File: src/rtl/uart_mmio_ctrl.sv
// -----------------------------------------------------------------------------
// uart_mmio_ctrl
//
// Memory-mapped bridge between the Riscv151 memory stage and the UART. It
// exposes UART status, RX/TX data and two 32-bit performance counters in a
// 256-byte window at MMIO_BASE. Load data is registered, so it lines up with
// the synchronous BRAM read timing.
//
// Register map (offset from MMIO_BASE):
//   0x00 status    RO  bit0 = tx_free, bit1 = rx_avail
//   0x04 rx_data   RO  returns and pops the head RX byte (0 if empty)
//   0x08 tx_data   WO  byte to transmit; dropped while the TX slot is busy
//   0x10 cycle_cnt RO  free-running cycle counter
//   0x14 inst_cnt  RO  retired-instruction counter
//   0x18 cnt_reset WO  any store clears both counters
//
// Build option:
//   UART_RX_FIFO_EN  defined   -> RX buffer is a RX_FIFO_DEPTH-entry FIFO
//                    undefined -> RX buffer is a single byte plus valid flag
//
// Ports:
//   clk, rst                  core clock, asynchronous active-low reset
//   cpu_addr/wdata/we/re      CPU load/store request
//   cpu_rdata                 load data, valid the cycle after cpu_re
//   inst_retired              one pulse per retired instruction
//   uart_tx_data/valid/ready  handshake towards the UART transmitter
//   uart_rx_data/valid/ready  handshake from the UART receiver
// -----------------------------------------------------------------------------
module uart_mmio_ctrl #(
    parameter logic [31:0] MMIO_BASE     = 32'h8000_0000,
    parameter int          RX_FIFO_DEPTH = 8
) (
    input  logic        clk,
    input  logic        rst,
    input  logic [31:0] cpu_addr,
    input  logic [31:0] cpu_wdata,
    input  logic [3:0]  cpu_we,
    input  logic        cpu_re,
    output logic [31:0] cpu_rdata,
    input  logic        inst_retired,
    output logic [7:0]  uart_tx_data,
    output logic        uart_tx_valid,
    input  logic        uart_tx_ready,
    input  logic [7:0]  uart_rx_data,
    input  logic        uart_rx_valid,
    output logic        uart_rx_ready
);

    localparam logic [7:0] OFF_STATUS    = 8'h00;
    localparam logic [7:0] OFF_RX_DATA   = 8'h04;
    localparam logic [7:0] OFF_TX_DATA   = 8'h08;
    localparam logic [7:0] OFF_CYCLE_CNT = 8'h10;
    localparam logic [7:0] OFF_INST_CNT  = 8'h14;
    localparam logic [7:0] OFF_CNT_RESET = 8'h18;

    // ------------------------------------------------------------------------
    // Address decode
    // ------------------------------------------------------------------------
    logic       win_hit;
    logic [7:0] offset;
    logic       store;
    logic       load;

    assign win_hit = (cpu_addr[31:8] == MMIO_BASE[31:8]);
    assign offset  = cpu_addr[7:0];
    assign store   = win_hit && (|cpu_we);
    assign load    = win_hit && cpu_re;

    logic tx_store;
    logic cnt_clear;
    logic rx_pop_req;

    assign tx_store   = store && (offset == OFF_TX_DATA);
    assign cnt_clear  = store && (offset == OFF_CNT_RESET);
    assign rx_pop_req = load  && (offset == OFF_RX_DATA);

    // ------------------------------------------------------------------------
    // TX holding register: one byte, no queueing
    // ------------------------------------------------------------------------
    logic tx_free;
    assign tx_free = ~uart_tx_valid;

    // NOTE: sequential state uses non-blocking (<=) so every flop samples the
    // pre-edge values of the others, independent of block evaluation order.
    always_ff @(posedge clk or negedge rst) begin
        if (!rst) begin
            uart_tx_valid <= 1'b0;
            uart_tx_data  <= 8'h00;
        end else if (uart_tx_valid) begin
            if (uart_tx_ready) begin
                uart_tx_valid <= 1'b0;
            end
        end else if (tx_store) begin
            uart_tx_data  <= cpu_wdata[7:0];
            uart_tx_valid <= 1'b1;
        end
    end

    // ------------------------------------------------------------------------
    // RX buffer
    // ------------------------------------------------------------------------
    logic       rx_full;
    logic       rx_empty;
    logic [7:0] rx_head;
    logic       rx_avail;
    logic       rx_push;
    logic       rx_pop;

    assign rx_avail      = ~rx_empty;
    assign uart_rx_ready = ~rx_full;
    assign rx_push       = uart_rx_valid && uart_rx_ready;
    // An empty buffer ignores the pop; the load then simply returns 0.
    assign rx_pop        = rx_pop_req && rx_avail;

`ifdef UART_RX_FIFO_EN
    localparam int AW = $clog2(RX_FIFO_DEPTH);

    // Pointers carry one extra wrap bit so full and empty are distinguishable
    // when the index bits match.
    logic [AW:0] wr_ptr;
    logic [AW:0] rd_ptr;
    logic [7:0]  rx_mem [RX_FIFO_DEPTH];

    assign rx_empty = (wr_ptr == rd_ptr);
    assign rx_full  = (wr_ptr[AW] != rd_ptr[AW]) &&
                      (wr_ptr[AW-1:0] == rd_ptr[AW-1:0]);
    assign rx_head  = rx_mem[rd_ptr[AW-1:0]];

    always_ff @(posedge clk or negedge rst) begin
        if (!rst) begin
            wr_ptr <= '0;
            rd_ptr <= '0;
        end else begin
            if (rx_push) wr_ptr <= wr_ptr + (AW+1)'(1);
            if (rx_pop)  rd_ptr <= rd_ptr + (AW+1)'(1);
        end
    end

    // NOTE: the storage array has no reset; the pointers alone define which
    // entries are valid, so clearing the data would only cost logic.
    always_ff @(posedge clk) begin
        if (rx_push) rx_mem[wr_ptr[AW-1:0]] <= uart_rx_data;
    end
`else
    logic       rx_valid_q;
    logic [7:0] rx_byte;

    assign rx_empty = ~rx_valid_q;
    assign rx_full  = rx_valid_q;
    assign rx_head  = rx_byte;

    // Push is only possible when empty and pop only when full, so the two
    // never coincide in this single-entry form.
    always_ff @(posedge clk or negedge rst) begin
        if (!rst) begin
            rx_valid_q <= 1'b0;
            rx_byte    <= 8'h00;
        end else if (rx_push) begin
            rx_byte    <= uart_rx_data;
            rx_valid_q <= 1'b1;
        end else if (rx_pop) begin
            rx_valid_q <= 1'b0;
        end
    end

    logic unused_depth;
    assign unused_depth = RX_FIFO_DEPTH[0];
`endif

    // ------------------------------------------------------------------------
    // Performance counters; a clear store beats a same-cycle increment
    // ------------------------------------------------------------------------
    logic [31:0] cycle_cnt;
    logic [31:0] inst_cnt;

    always_ff @(posedge clk or negedge rst) begin
        if (!rst) begin
            cycle_cnt <= 32'd0;
            inst_cnt  <= 32'd0;
        end else if (cnt_clear) begin
            cycle_cnt <= 32'd0;
            inst_cnt  <= 32'd0;
        end else begin
            cycle_cnt <= cycle_cnt + 32'd1;
            inst_cnt  <= inst_cnt + {31'd0, inst_retired};
        end
    end

    // ------------------------------------------------------------------------
    // Read mux (pre-store state) and registered load data
    // ------------------------------------------------------------------------
    logic [31:0] rd_mux;

    // NOTE: rd_mux gets a default before the case so no path leaves it
    // unassigned, which would otherwise infer a latch.
    always_comb begin
        rd_mux = 32'd0;
        case (offset)
            OFF_STATUS:    rd_mux = {30'd0, rx_avail, tx_free};
            OFF_RX_DATA:   rd_mux = rx_avail ? {24'd0, rx_head} : 32'd0;
            OFF_CYCLE_CNT: rd_mux = cycle_cnt;
            OFF_INST_CNT:  rd_mux = inst_cnt;
            default:       rd_mux = 32'd0;
        endcase
    end

    always_ff @(posedge clk or negedge rst) begin
        if (!rst) begin
            cpu_rdata <= 32'd0;
        end else if (cpu_re) begin
            cpu_rdata <= load ? rd_mux : 32'd0;
        end
    end

    logic unused_wdata;
    assign unused_wdata = ^cpu_wdata[31:8];

endmodule

File: config.mk
export PLATFORM = sky130hd
export DESIGN_NAME = uart_mmio_ctrl
export DESIGN_NICKNAME = d
export VERILOG_FILES = /design/src/rtl/uart_mmio_ctrl.sv
export SDC_FILE = /design/constraint.sdc
export NUM_CORES = 1
export LEC_CHECK = 0
export ABC_CLOCK_PERIOD_IN_PS = 3500
export CAP_MARGIN = 20
export CORE_AREA = 2 2 104 106
export CTS_CLUSTER_SIZE = 14
export DETAILED_ROUTE_END_ITERATION = 12
export DIE_AREA = 0 0 106 108
export GPL_TIMING_DRIVEN = 0
export MAX_ROUTING_LAYER = met4
export PLACE_DENSITY_LB_ADDON = 0.05
export SYNTH_ARGS = -nofsm -noshare
export SYNTH_HDL_FRONTEND = slang
export SYNTH_SLANG_ARGS = --single-unit
File: constraint.sdc
create_clock -name clk -period 3.5 [get_ports clk]
set_clock_uncertainty 0.1 [all_clocks]
set_input_delay 1.05 -clock clk [delete_from_list [all_inputs] [get_ports clk]]
set_output_delay 1.05 -clock clk [all_outputs]
set_load 0.01 [all_outputs]
After elaboration in Yosys (flattened, before gate mapping)
Index checks and enable logic that the tools add are counted.
{"block": "word_totals", "ff_bits": 114, "latch_bits": 0, "ramBits": 0, "mem_bits_ro": 0, "input_bits": 82, "output_inout_bits": 42, "wordCells": 38, "memories": 0}
{"block": "classes", "addsub": 2, "mul": 0, "n_div": 0, "magnitude_cmp": 0, "eq_ne": 6, "shift": 0, "mux": 10, "bitwise": 2, "reduce_logical": 11}
{"op": "$pmux 32 s4", "n": 1}
{"op": "$mux 32", "n": 3}
{"op": "$add 32x1->32", "n": 1}
{"op": "$add 32x1->32 const B", "n": 1}
{"op": "$eq 24x24->1 const B", "n": 1}
{"op": "$eq 8x5->1 const B", "n": 3}
{"op": "$eq 8x3->1 const B", "n": 1}
{"op": "$eq 8x4->1 const B", "n": 1}
{"op": "$logic_not 8->1", "n": 1}
{"op": "$mux 8", "n": 1}
{"op": "$logic_and 1x1->1", "n": 7}
{"op": "$mux 1", "n": 5}
{"op": "$reduce_or 4->1", "n": 1}
{"op": "$not 1->1", "n": 2}
{"op": "$reduce_and 2->1", "n": 1}
{"op": "$reduce_bool 2->1", "n": 1}

Longest topological paths before layout
{"block": "logic_depth", "depth_word": 6, "ltp_mapped": 8}

Worst setup path after synthesis
Ideal clock, no wire load.
{"block": "synth_timing", "path_type": "input to register", "start": "input cpu_addr[1]", "end": "register cpu_rdata[14]", "setup_ps": 81, "t_arrival_ps": 2772, "required_ps": 3319, "setup_slack_ps": 546, "cell_stages": 8, "n_path_buf": 3, "cell_sequence": "or3_1 -> nor2_1 -> or4b_1 -> buf_4 -> or2_1 -> buf_6 -> buf_6 -> o22ai_2"}
{"block": "synth_via", "elab_chain_len": 3, "elab_cells_between_ends": 6, "cone_classes": "3 x eq/ne; 2 x mux; 1 x reduce/logical"}
{"element": "from (decl)", "line": "35", "source": "input logic [31:0] cpu_addr,"}
{"element": "$eq 8x5->1, or another cell as far along", "line": "198", "source": "case (offset)"}
{"element": "$pmux 32 s4 (*)", "line": "198"}
{"element": "$mux 32 (*)", "line": "211", "source": "cpu_rdata <= load ? rd_mux : 32'd0;"}
{"element": "to (signal assigned)", "line": "211"}
{"element": "to (decl)", "line": "39", "source": "output logic [31:0] cpu_rdata,"}
Every way passes the cells marked *; elsewhere a longest branch is shown, timed or not.
A chain may end at the register's enable or synchronous reset.

Worst setup path after layout
{"block": "layout_timing", "start": "input inst_retired", "end": "register inst_cnt[30]"}
{"block": "layout_via", "elab_chain_len": 2}
{"element": "from (decl)", "line": "40", "source": "input logic inst_retired,"}
{"element": "$add 32x1->32", "line": "185", "source": "inst_cnt <= inst_cnt + {31'd0, inst_retired};"}
{"element": "$mux 32", "line": "180", "source": "end else if (cnt_clear) begin"}
{"element": "to (signal assigned)", "line": "185"}
{"element": "to (decl)", "line": "174", "source": "logic [31:0] inst_cnt;"}
Every way passes these cells.

==> flow_summary.toml <==
[power_and_ir_drop]
p_int_mw = 2.619
p_total_mw = 3.390
clkPwrFrac_pct = 51.2
seqPwrFrac_pct = 42.2
switching_share_pct = 22.75
powerDensity_nw_per_um2 = 463.1
p_sw_mw = 0.7713
combPwrFrac_pct = 6.5
p_leak_nw = 3.171
peakVddDrop_mv = 0.2580

[synthesis]
netlist_top_cells_count = "dfrtp_1, nor2_1, inv_1, xor2_1, nand3_1"
synth_edf_count = 0
yosys_warnings = 0
yosysUniqueCellTypes = 43
synth_flop_cell = "dfrtp_1"
synth_top_area_share_pct = 51.56
synthCells = 519
synth-seq-cells = 114
synth_nets = 604
synthTopCellsByArea = "dfrtp_1, xor2_1, nor2_1"
synth.most_common_cell = "dfrtp_1"
async_flop_share_pct = 100.0
yosysSeqAreaShare_pct = 51.56
synth_area_leader_cell = "dfrtp_1"
syn_area_per_cell_um2 = 10.66
syn-cell-area_um2 = 5533

[floorplanning]
die-area_um2 = 11450
die_y_um = 108
pin_count = 124
chipWidth_um = 106
start_util_pct = 54.08
core_area_um2 = 10230
placementRows = 37

[sta]
holdWs_ns = 0.3402
drv_slew = 0
setup-violations-final = 0
max_freq_ghz = 0.3041
worst_pin_slew_ns = 1.036
hold_violations = 0
slew_headroom_pct = 30.36
setup_tns_ns = 0
post-route-min-period_ns = 3.288
fin_crit_sh_pct = 93.94
rsz0062_at_grt = "no"

[drt]
via_per_inst = 5.581
first_pass_iters = 5
vias = 4387
first_iter_violations = 235
detail-route-antenna-nets = 0
route.detailed.drc = 0
routed_wirelength_um = 13270
avgRoutedWirePerCell_um = 16.88

[global_routing]
grt_usage_pct = 25.95
grt_pass1_vias = 4551
antenna_found_initial = 0
grt_max_degree = 77
overflow = 0
grt_first_pass_wirelength_um = 22270

[layout]
nFillCells = 780
drive_above_1_share_pct = 11.85
syn2layout_area_growth_pct = 32.32
n_antenna_cell = 0
finalNetCount = 723

[outcome]
status = "completed"

[setup_path]
r2r_start = "inst_cnt[2]"
crit_fanout = 8
cp-start-kind = "primary input"
cp.required_ns = 3.83
path_class = "primary input to register"
reg2reg_setup_slack_ns = 0.83
worstSetupEndpointType = "register"
worstRegToRegCells = 5
r2r_end = "inst_cnt[29]"
critPathArrivalTime_ns = 3.62

[place]
portBuffers = 98
hpwl_um = 9397
place.gp.congestion = 0.8244

[clock_tree]
clock-sinks = 114
cts_made_buffers = 17
cts_hold_buf = 0
cts-root-buf = "clkbuf_8"
postCtsSetupBuffers = 0
clk_pin_slew_ns = 0.05
cts_resized = 0
cts_tree = "built"
htree_levels = 4
clk_latency_ns = 0.52
cts_max_path_buffers = 2

[run]
cap_violations = 0

[worst_hold_path]
min_path_type = "primary input to asynchronous set/reset pin"
-- state kept, by name, indices dropped and copies added, names as in the netlist --
name / cells
inst_cnt: 32
uart_tx_valid: 1
cycle_cnt: 32
rx_avail: 1
uart_tx_data: 8
cpu_rdata: 32
rx_byte: 8
-- cell type report --
| type | instances | area (um^2) | share of cell area, % |
|---|---|---|---|
| timing repair buffer | 100 | 1017 | 13.90 |
| inverter | 39 | 146.4 | 2.000 |
| sequential | 114 | 2853 | 38.97 |
| clock inverter | 10 | 132.6 | 1.812 |
| buffer | 23 | 108.9 | 1.487 |
| multi-input combinational | 343 | 2434 | 33.24 |
| tap | 136 | 170.2 | 2.324 |
| clock buffer | 21 | 459.2 | 6.272 |
-- critical path: stages --
cell and delay (ns):
clkdlybuf4s50_1 0.48, ha_1 0.23, ha_1 0.27, nand2_1 0.14, nor4_4 0.51, nand3_1 0.34, or3_1 0.44, a21oi_1 0.16
-- metal layers --
| layer | routed length, um | up-vias | GRT usage (%) |
|---|---|---|---|
| met2 | 6495 | 149 | 41.47 |
| met3 | 680 | 26 | 5.967 |
| met1 | 5787 | 2143 | 32.06 |
| met4 | 307 | 0 | 11.00 |
| met5 | 0 | - | - |
| li1 | - | 2069 | - |
-- power groups by stage --
stage	Clock, mW	Combinational (mW)	Sequential (mW)
floorplan	0	0.104	1.43
global placement	0	0.211	1.45
detailed placement	0	0.222	1.45
CTS	1.75	0.224	1.43
global route	1.82	0.246	1.44
finish	1.74	0.222	1.43
-- worst max-delay path by stage --
stage	end	cells past startpoint	startpoint	slack (ns)
global placement	uart_tx_data[4]	1	rst	-3.09
global route	inst_cnt[30]	8	inst_retired	0.07
CTS	inst_cnt[15]	6	cpu_addr[5]	0.11
detailed placement	inst_cnt[9]	6	cpu_addr[5]	-0.42
finish	inst_cnt[30]	8	inst_retired	0.21
floorplan	cpu_rdata[14]	8	cpu_addr[1]	0.55
-- cell families (layout without fill, tap and decap cells) --
family,Yosys count,count (layout),share of synthesized area [%]
muxes,35,35,6.694
AOI/OAI and AO/OA,61,61,8.661
xor gates and xnor gates,54,54,8.548
buffers and inverters,62,193,4.613
and+or+nand+nor,190,190,19.24
adders and majority gates,3,3,0.6785
DFF,114,114,51.56
-- metrics by stage --
stage | std cells | utilization (%) | area, um^2 | setup slack, ns
floorplan | 519 | - | 5533 | 0.5465
global placement | 753 | 65.33 | 6684 | -3.092
detailed placement | 754 | 65.61 | 6713 | -0.4199
CTS | 785 | 71.40 | 7305 | 0.1080
global route | 786 | 71.55 | 7321 | 0.07378
finish | 786 | 71.55 | 7321 | 0.2120
-- layout by cell type (no fill, tap or decap), types with 5 or more instances in the layout --
cell type,synthesis,layout
a222oi_1,7,7
nand4_1,14,14
nand2_1,14,14
nand3_1,33,33
xor2_1,39,39
xnor2_1,15,15
mux2i_1,19,19
nor2_1,66,66
clkbuf_16,0,16
inv_1,39,39
and3_1,13,13
and2_1,5,5
nor3_1,8,8
and4_1,9,9
dfrtp_1,114,114
o22ai_2,10,10
a21oi_1,6,6
clkdlybuf4s50_1,0,97
o22ai_1,22,22
or3_1,6,6
clkbuf_1,16,17
a22oi_1,8,8
mux2_2,16,16
Note: power is estimated with default switching activity, not from simulation.
